## src/rtl/pc_if.sv

```systemverilog
// rtl/pc_if.sv - ONC-16 program counter bus: branch operands, selects and PC output.
// Optional macro PC_STALL_EN adds the stall input.
`ifndef DATA_W
`define DATA_W 16
`endif

interface pc_if;
  logic [`DATA_W-1:0] imm;
  logic [`DATA_W-1:0] rs;
  logic               imr_sel;
  logic               br_sel;
`ifdef PC_STALL_EN
  logic               stall;
`endif
  logic [`DATA_W-1:0] out;

  modport master (
`ifdef PC_STALL_EN
    output stall,
`endif
    output imm, rs, imr_sel, br_sel,
    input  out
  );

  modport slave (
`ifdef PC_STALL_EN
    input  stall,
`endif
    input  imm, rs, imr_sel, br_sel,
    output out
  );
endinterface

```

## src/rtl/pc.sv

```systemverilog
// rtl/pc.sv - ONC-16 program counter: increment, PC-relative or register-absolute branch.
// Optional macro PC_STALL_EN: stall input holds the PC (reset still wins).
`ifndef DATA_W
`define DATA_W 16
`endif

module pc (
  input  logic clock,
  input  logic n_rst,
  pc_if.slave  bus
);

  localparam logic [`DATA_W-1:0] RESET_PC = 16'h0000;

  logic [`DATA_W-1:0] r_pc;
  logic [`DATA_W-1:0] w_next;
  logic               w_hold;

  // Operands are chosen by a mux so an unselected X/Z operand never reaches r_pc.
  always_comb begin
    w_next = r_pc + 16'd1;
    if (bus.br_sel) begin
      if (bus.imr_sel)
        w_next = bus.rs;
      else
        w_next = r_pc + bus.imm;
    end
  end

`ifdef PC_STALL_EN
  assign w_hold = bus.stall;
`else
  assign w_hold = 1'b0;
`endif

  always_ff @(posedge clock) begin
    if (!n_rst)
      r_pc <= RESET_PC;
    else if (!w_hold)
      r_pc <= w_next;
  end

  assign bus.out = r_pc;

endmodule

```

## src/flat_wrapper.sv

```systemverilog
// flat-port wrapper written by rule: the top's interface ports become plain ports
module pc_flat 
  (clock, n_rst, bus_imm, bus_rs, bus_imr_sel, bus_br_sel, bus_out);
  pc_if bus_i ();
  input  logic clock;
  input  logic n_rst;
  input wire logic [$bits(bus_i.imm)-1:0] bus_imm;
  input wire logic [$bits(bus_i.rs)-1:0] bus_rs;
  input wire logic [$bits(bus_i.imr_sel)-1:0] bus_imr_sel;
  input wire logic [$bits(bus_i.br_sel)-1:0] bus_br_sel;
  output wire logic [$bits(bus_i.out)-1:0] bus_out;
  assign bus_i.imm = bus_imm;
  assign bus_i.rs = bus_rs;
  assign bus_i.imr_sel = bus_imr_sel;
  assign bus_i.br_sel = bus_br_sel;
  assign bus_out = bus_i.out;
  pc u_core (.clock(clock), .n_rst(n_rst), .bus(bus_i));
endmodule
```

## config.mk

```make
export PLATFORM = sky130hd
export DESIGN_NAME = pc_flat
export DESIGN_NICKNAME = d
export VERILOG_FILES = /design/src/rtl/pc_if.sv /design/src/rtl/pc.sv /design/src/flat_wrapper.sv
export SDC_FILE = /design/constraint.sdc
export NUM_CORES = 1
export LEC_CHECK = 0
export BUFFER_PORTS_ARGS = -buffer_cell sky130_fd_sc_hd__buf_4
export CORE_ASPECT_RATIO = 2
export CORE_UTILIZATION = 45
export CTS_CLUSTER_DIAMETER = 50
export DETAILED_ROUTE_END_ITERATION = 10
export PLACE_DENSITY_LB_ADDON = 0.2
export REMOVE_ABC_BUFFERS = 1
export SYNTH_ARGS = -nofsm -noshare
export SYNTH_HDL_FRONTEND = slang
export SYNTH_SLANG_ARGS = --single-unit
```

## constraint.sdc

```tcl
create_clock -name clock -period 6.32 [get_ports clock]
set_clock_uncertainty 0.05 [all_clocks]
set_input_delay 0.632 -clock clock [delete_from_list [all_inputs] [get_ports clock]]
set_output_delay 0.632 -clock clock [all_outputs]
set_load 0.05 [all_outputs]
```

# Yosys cells after proc, flatten, opt, wreduce, memory -nomap -nowiden
# Cells that the tools add are included.
[word_totals]
wordCells = 5
input_bits = 36
out_inout_bits = 16
ff_bits = 16
[op_classes]
n_addsub = 2
muxes = 2
[op_table]
columns = ["operator", "count"]
rows = [
  ["$mux W16", 2],
  ["$add A16 B1 Y16 const B", 1],
  ["$add A16 B16 Y16", 1],
]

# Longest topological paths before layout
# Gate-level depths: netlist of the first run.
[depth]
depth_word = 3
depth_mapped = 8
ltp_nobuf = 8

# Least setup slack after synthesis of the first run
# No wires, ideal clock.
[synth_path]
kind = "register to register"
from = "register u_core.r_pc[5], in the netlist u_core.bus.out[5]"
to = "register u_core.r_pc[13], in the netlist u_core.bus.out[13]"
period_less_slack_ns = 2.418
path_buffers = 0
arrival_ns = 2.306
path_stages_with_launch = 8
setup_ns = 0.062
required_ns = 6.208
path_slack_ns = 3.902
cell_sequence = "dfxtp_1 ha_1 o21a_1 or2_1 a41o_1 o221ai_2 mux2_1 nand3_1"
[synth_via]
elab_chain_cells = 3
word_cells_on_any_way = 4
cone_classes = "add/sub: 2; mux: 2"
[synth_lines]
columns = ["element", "line", "source"]
rows = [
  ["start: declaration", "pc.sv:15", "logic [`DATA_W-1:0] r_pc;"],
  ["start signal: assignment", "pc.sv:40", "r_pc <= w_next;"],
  ["$add A16 B16 Y16", "pc.sv:26", "w_next = r_pc + bus.imm;"],
  ["$mux W16", "pc.sv:23", "if (bus.imr_sel)"],
  ["$mux W16 (*)", "pc.sv:22", "if (bus.br_sel) begin"],
]
# Mark *: on every way between the ends. The rest lies on a longest branch, timed or not.
# A chain may end at the register's enable or synchronous reset.

# Worst setup path in the final report of the first run
[layout_path]
from = "input port bus_imm[0]"
to = "register u_core.r_pc[10], in the netlist u_core.bus.out[10]"
[layout_via]
elab_chain_cells = 3
[layout_lines]
columns = ["element", "line", "source"]
rows = [
  ["start: declaration", "flat_wrapper.sv:7", "input wire logic [$bits(bus_i.imm)-1:0] bus_imm;"],
  ["$add A16 B16 Y16", "pc.sv:26", ""],
  ["$mux W16", "pc.sv:23", ""],
  ["$mux W16", "pc.sv:22", ""],
]
# No other way between the ends.

==> flow_summary_export.csv, run 1 <==
group,metric,value,unit
global_route,globalRouteOverflowTotal,0,
logic_synthesis,synth_compound_area_share,28.8,%
logic_synthesis,avgSynthCellArea,8.04,um2
die,rows,31,
die,initial_core_util,47.0,%
sta,maxSlewViolCount,0,
sta,tightest_slew,0.418,ns
sta,period_needed,2.37,ns
global_route,grt_usage,25.5,%
cells_and_area,instances_no_fill,309,
logic_synthesis,ys_types,46,
cells_and_area,most-common-layout-cells,"buf_4, nand2_1, a21oi_1, ha_1, dfxtp_1",
logic_synthesis,synth_xor_area_share,12.8,%
sta,timing.fmax,0.421,GHz
clock_network,clock_latency,0.26,ns
clock_network,clockBufferDepth,2,
die,fp.dieW,45.6,um
sta,setup_viol,0,
cells_and_area,layout.nets,314,
sta,hold_viol,0,
cells_and_area,drive_gt1_share,22.7,%
place,gp_congestion,0.935,
logic_synthesis,seq_area_frac_synth,18.7,%
sta,timing.final.crit_share,37.5,%
logic_synthesis,synth_mux_area_share,3.07,%
place,dpl.cell_count,305,
sta,rsz0062_at_grt,"false",
routing,met1_length,1770,um
logic_synthesis,ys_ff_latch,16,
logic_synthesis,synthCells,213,
logic_synthesis,ys_warn_count,0,
routing,wl_per_cell,14.9,um
clock_network,post_cts_buffers,0,
cells_and_area,antenna_cells,0,
die,core,0.00365,mm2
job,drv_cap,0,
logic_synthesis,synthSimpleGateAreaFrac,18.3,%
logic_synthesis,async_flop_share,0,%
clock_network,tritoncts,"built",
routing,vias_per_cell,5.76,
critical_path,cp-end-kind,"flip-flop",
routing,ant_nets,0,
routing,dr_wl_met2,2550,um
global_route,grt_max_degree,30,
global_route,grt_pass1_wl,7640,um
clock_network,cts_resized,0,
global_route,grt_pass1_vias,1783,
clock_network,path_clk_slew,0.07,ns
sta,fin_setup_tns,0,ns
cells_and_area,final_common_cell,"buf_4",
routing,drc,0,
routing,via_count,1780,
status,status,"finished, final reports clean",
place,post-place-ws,3.69,ns
critical_path,worstPathArrival,2.51,ns
sta,max-slew-margin-rel,72.0,%
logic_synthesis,synthDominantCellAreaShare,18.7,%
logic_synthesis,ys.flop_type,"dfxtp_1",
cells_and_area,syn2layout_area_growth,25.2,%
die,dieArea,0.00407,mm2
logic_synthesis,synth_fa_ha_area_share,12.9,%
critical_path,cp_max_fo,3,
die,fp.dieH,89.3,um
logic_synthesis,synth.cell_area,0.00171,mm2
logic_synthesis,synth_enable_flop_cells,0,
die,ios,52,
clock_network,h-tree-depth,1,
critical_path,startpoint_type,"input pin",
place,port_buffers,51,
logic_synthesis,synth_top_cell_by_area,"dfxtp_1",
place,hpwl,3560,um
power,p_leak,1.03,nW
routing,dr.pass1.iters,4,
clock_network,numCtsBuffers,3,
clock_network,cts_num_sinks,16,
critical_path,crit_required,6.46,ns
power,p_per_area,196,mW/mm2
cells_and_area,final_util,58.8,%
routing,wl_met3,188,um
cells_and_area,largest_reg_flops,16,
worst_hold_path,hp-class,"in -> reg",
routing,wl,4590,um
routing,top_layer,"met4",
global_route,antenna_found_initial,0,
routing,detail_route.iter0.violations,29,
logic_synthesis,synth_area_leaders,"dfxtp_1, ha_1, xnor2_1, a21oi_1, xor2_1",
power,vdd_drop_max,0.000149,V
sta,setup_ws,3.95,ns
clock_network,ctsRootBufferMaster,"clkbuf_8",
critical_path,path_class,"in -> reg",
clock_network,postCtsHoldBufs,0,
logic_synthesis,synth_top_family_by_area,"compound AO/OA/AOI/OAI gates",
per-stage QoR:
step	total power [mW]	hold slack (ns)	cell area, um2
final	0.421	0.600	2140
after global routing	0.450	0.620	2140
after CTS	0.422	0.599	2140
after detailed placement	0.325	0.590	2090
after global placement	0.324	0.578	2090
after floorplan	0.263	0.671	1650
report_power, final:
part	switching [mW]	internal [mW]	total, mW
clock	0.0414	0.0554	0.0969
combinational	0.113	0.0833	0.197
sequential	0.0161	0.111	0.127
per-layer routing:
layer	vias to the layer above	track usage, %
li1	893	-
met1	820	26.6
met2	60	48.2
met3	7	2.83
met4	0	10.7
met5	-	0
area by class of cell:
cell class / count / area [um2]
multi-input combinational: 182 / 1300
tap: 49 / 61.3
clock buffer: 4 / 55.1
fill: 389 / 1500
inverter: 7 / 26.3
sequential: 16 / 320
timing repair buffer: 51 / 383
synth_stat cells (all sizes together) (2+ instances only):
cell     instances
a211oi           3
a21o             5
a21oi           20
a31oi            2
and3             3
buf              2
clkbuf           6
dfxtp           16
ha              16
inv              7
mux2             2
mux2i            3
nand2           22
nand2b           2
nand3           11
nand4            4
nand4b           2
nor2             9
nor3             5
o211a            6
o211ai           7
o21ai           12
o21bai           2
o221ai           6
o2bb2ai          2
xnor2           15
xor2            10
final timing paths:
kind | from | end | slack (ns) | cells past startpoint
worst max-delay path | bus_imm[0] | u_core.bus.out[10] | 3.95 | 9
worst min-delay path | bus_rs[10] | u_core.bus.out[10] | 0.60 | 3
worst max register to register | u_core.bus.out[0] | u_core.bus.out[14] | 3.99 | 8
worst min register to register | u_core.bus.out[0] | u_core.bus.out[0] | 0.61 | 3
logic make-up (layout without fill, tap and decap cells):
family,after synthesis,in the layout
xor gates and xnor gates,25,25
DFF,16,16
adders and majority gates,17,17
buffers and inverters,15,62
and+or+nand+nor,64,64
muxes,5,5
AOI/OAI and AO/OA,71,71
critical path, cell delays in order:
cell     delay, ns
buf_4         0.11
ha_1          0.22
fa_1          0.42
a21oi_1       0.23
o21ai_1       0.14
nand3_1       0.18
a21oi_1       0.08
or3b_1        0.35
a31oi_1       0.15
Power figures use the tool's default switching activity.
==> run 2, diff against run 1 <==
Clock period 6.32 ns to 2.1 ns, I/O delays scaled along.
==> run 2 against run 1 <==
  * Combinational power rose to 3.6 times the previous value
  * Non-clock buffer count rose by 21
  * Setup slack got worse by 3.9 ns
  * Worst hold slack got worse by 0.42 ns
  * Die area unchanged
  * First-iteration DRC count rose by 150%
  * Via count up 5.2%
  * Largest cell class unchanged
==> flow_summary_export.csv, run 2 (synthesis gave the netlist of run 1 again) <==
group,metric,value,unit
cells_and_area,largest_reg_flops,16,
power,p_leak,1.13,nW
worst_hold_path,hp-class,"in -> reg",
worst_hold_path,hold_path_end,"u_core.bus.out[10]",
routing,detail_route.iter0.violations,72,
global_route,antenna_found_initial,0,
clock_network,ctsRootBufferMaster,"clkbuf_8",
global_route,grt_pass1_vias,1726,
global_route,grt_pass1_wl,7710,um
cells_and_area,layout.nets,335,
critical_path,cp-startpoint,"u_core.bus.out[4]",
cells_and_area,final_common_cell,"buf_4",
place,hpwl,3750,um
clock_network,h-tree-depth,1,
routing,vias_per_cell,5.69,
global_route,globalRouteOverflowTotal,0,
sta,max-slew-margin-rel,69.3,%
status,status,"finished, final reports clean",
routing,wl,5010,um
critical_path,worstPathArrival,2.16,ns
sta,hold_viol,0,
sta,setup_viol,0,
die,dieArea,0.00407,mm2
die,initial_core_util,47.0,%
clock_network,clock_latency,0.26,ns
routing,wl_per_cell,15.2,um
clock_network,clockBufferDepth,2,
cells_and_area,final_util,64.9,%
place,dpl.cell_count,322,
clock_network,cts_num_sinks,16,
cells_and_area,regArea,322,um2
critical_path,cp-end-kind,"flip-flop",
routing,dr.pass1.iters,4,
critical_path,r2r_cells,7,
sta,timing.final.crit_share,98.0,%
place,place_area,0.00222,mm2
worst_hold_path,holdPathStages,3,
die,core,0.00365,mm2
place,gp_congestion,0.949,
die,fp.dieH,89.3,um
place,port_buffers,51,
die,ios,52,
power,p_per_area,558,mW/mm2
cells_and_area,drive_gt1_share,33.2,%
clock_network,numCtsBuffers,3,
cells_and_area,stdcell_area,0.00237,mm2
routing,ant_nets,0,
cells_and_area,multi_input_area,0.00138,mm2
sta,rsz0062_at_grt,"true",
critical_path,cp_max_fo,4,
critical_path,rrSetupSlack,0.04,ns
job,drv_cap,0,
cells_and_area,most-common-layout-cells,"buf_4, nand2_1, a21oi_1, xnor2_1, dfxtp_1",
power,vdd_drop_max,0.000415,V
sta,period_needed,2.06,ns
die,fp.dieW,45.6,um
cells_and_area,syn2layout_area_growth,38.2,%
die,rows,31,
sta,timing.fmax,0.486,GHz
worst_hold_path,hold_start,"bus_rs[10]",
sta,maxSlewViolCount,0,
clock_network,path_clk_slew,0.07,ns
critical_path,r2r_end,"u_core.bus.out[15]",
sta,fin_hold_ws,0.176,ns
cells_and_area,instances_no_fill,329,
critical_path,path_class,"reg -> reg",
critical_path,crit_required,2.20,ns
global_route,grt_max_degree,30,
critical_path,startpoint_type,"flip-flop",
sta,tightest_slew,0.458,ns
cells_and_area,nFillCells,368,
routing,drc,0,
clock_network,tritoncts,"built",
critical_path,regToRegStartpoint,"u_core.bus.out[4]",
cells_and_area,antenna_cells,0,
routing,via_count,1872,
power,total_power,1.32,mW
global_route,grt_usage,25.9,%
run 2: cell count changes in the layout (fill, tap and decap cells not counted), moves of 2 or more:
cell | before | now
a21oi_1 | 20 | 16
ha_1 | 16 | 13
buf_4 | 51 | 72
a21oi_2 | 0 | 4
ha_4 | 0 | 2
run 2: where the power goes:
group          switching [mW]  internal (mW)  total, mW
clock network           0.122          0.128      0.250
logic                   0.399          0.312      0.711
registers              0.0266          0.334      0.361
total                   0.548          0.774       1.32
run 2: cell type report:
cell class,instances,area share [%]
Timing Repair Buffer,72,22.8
Inverter,7,1.11
Tap cell,49,2.59
Clock buffer,3,1.74
Multi-Input combinational cell,182,58.1
Sequential cell,16,13.6
run 2: stage by stage:
stage	worst slack [ns]	setup TNS, ns
after floorplan	-0.318	-1.05
after global placement	-0.0445	-0.0555
after detailed placement	-0.0947	-0.232
after CTS	0.00159	0
after global routing	-0.0684	-0.0888
final	0.0418	0
run 2: worst max-delay path by stage:
stage | cells past startpoint | to
6_report | 7 | u_core.bus.out[15]
3_3_place_gp | 9 | u_core.bus.out[10]
2_1_floorplan | 7 | u_core.bus.out[13]
3_5_place_dp | 8 | u_core.bus.out[10]
4_1_cts | 7 | u_core.bus.out[13]
5_1_grt | 7 | u_core.bus.out[12]
run 2: layer usage:
| metal | track usage, % | up-vias | routed length (um) | part of all wire, % |
|---|---|---|---|---|
| met1 | 28.4 | 871 | 1920 | 38 |
| met3 | 2.63 | 15 | 155 | 3.1 |
| met4 | 13.8 | 0 | 176 | 3.5 |
| met2 | 46.5 | 55 | 2760 | 55 |
| li1 | - | 931 | - | - |
| met5 | 0 | - | 0 | 0 |
run 2: timing repair:
item                                    4_1_cts  5_1_grt
endpoints found under the setup margin        5        6
gates resized for setup                       5       11
buffers inserted                              0        4
hold buffers                                  0        0
pin swaps                                     2        8
run 2: worst max-delay path, stage by stage, from the launching register on:
cell and delay [ns]:
dfxtp_1 0.32, ha_1 0.36, o211ai_1 0.13, o211ai_1 0.29, a31oi_1 0.24, o31ai_2 0.32, xnor2_1 0.15, o2bb2ai_1 0.09
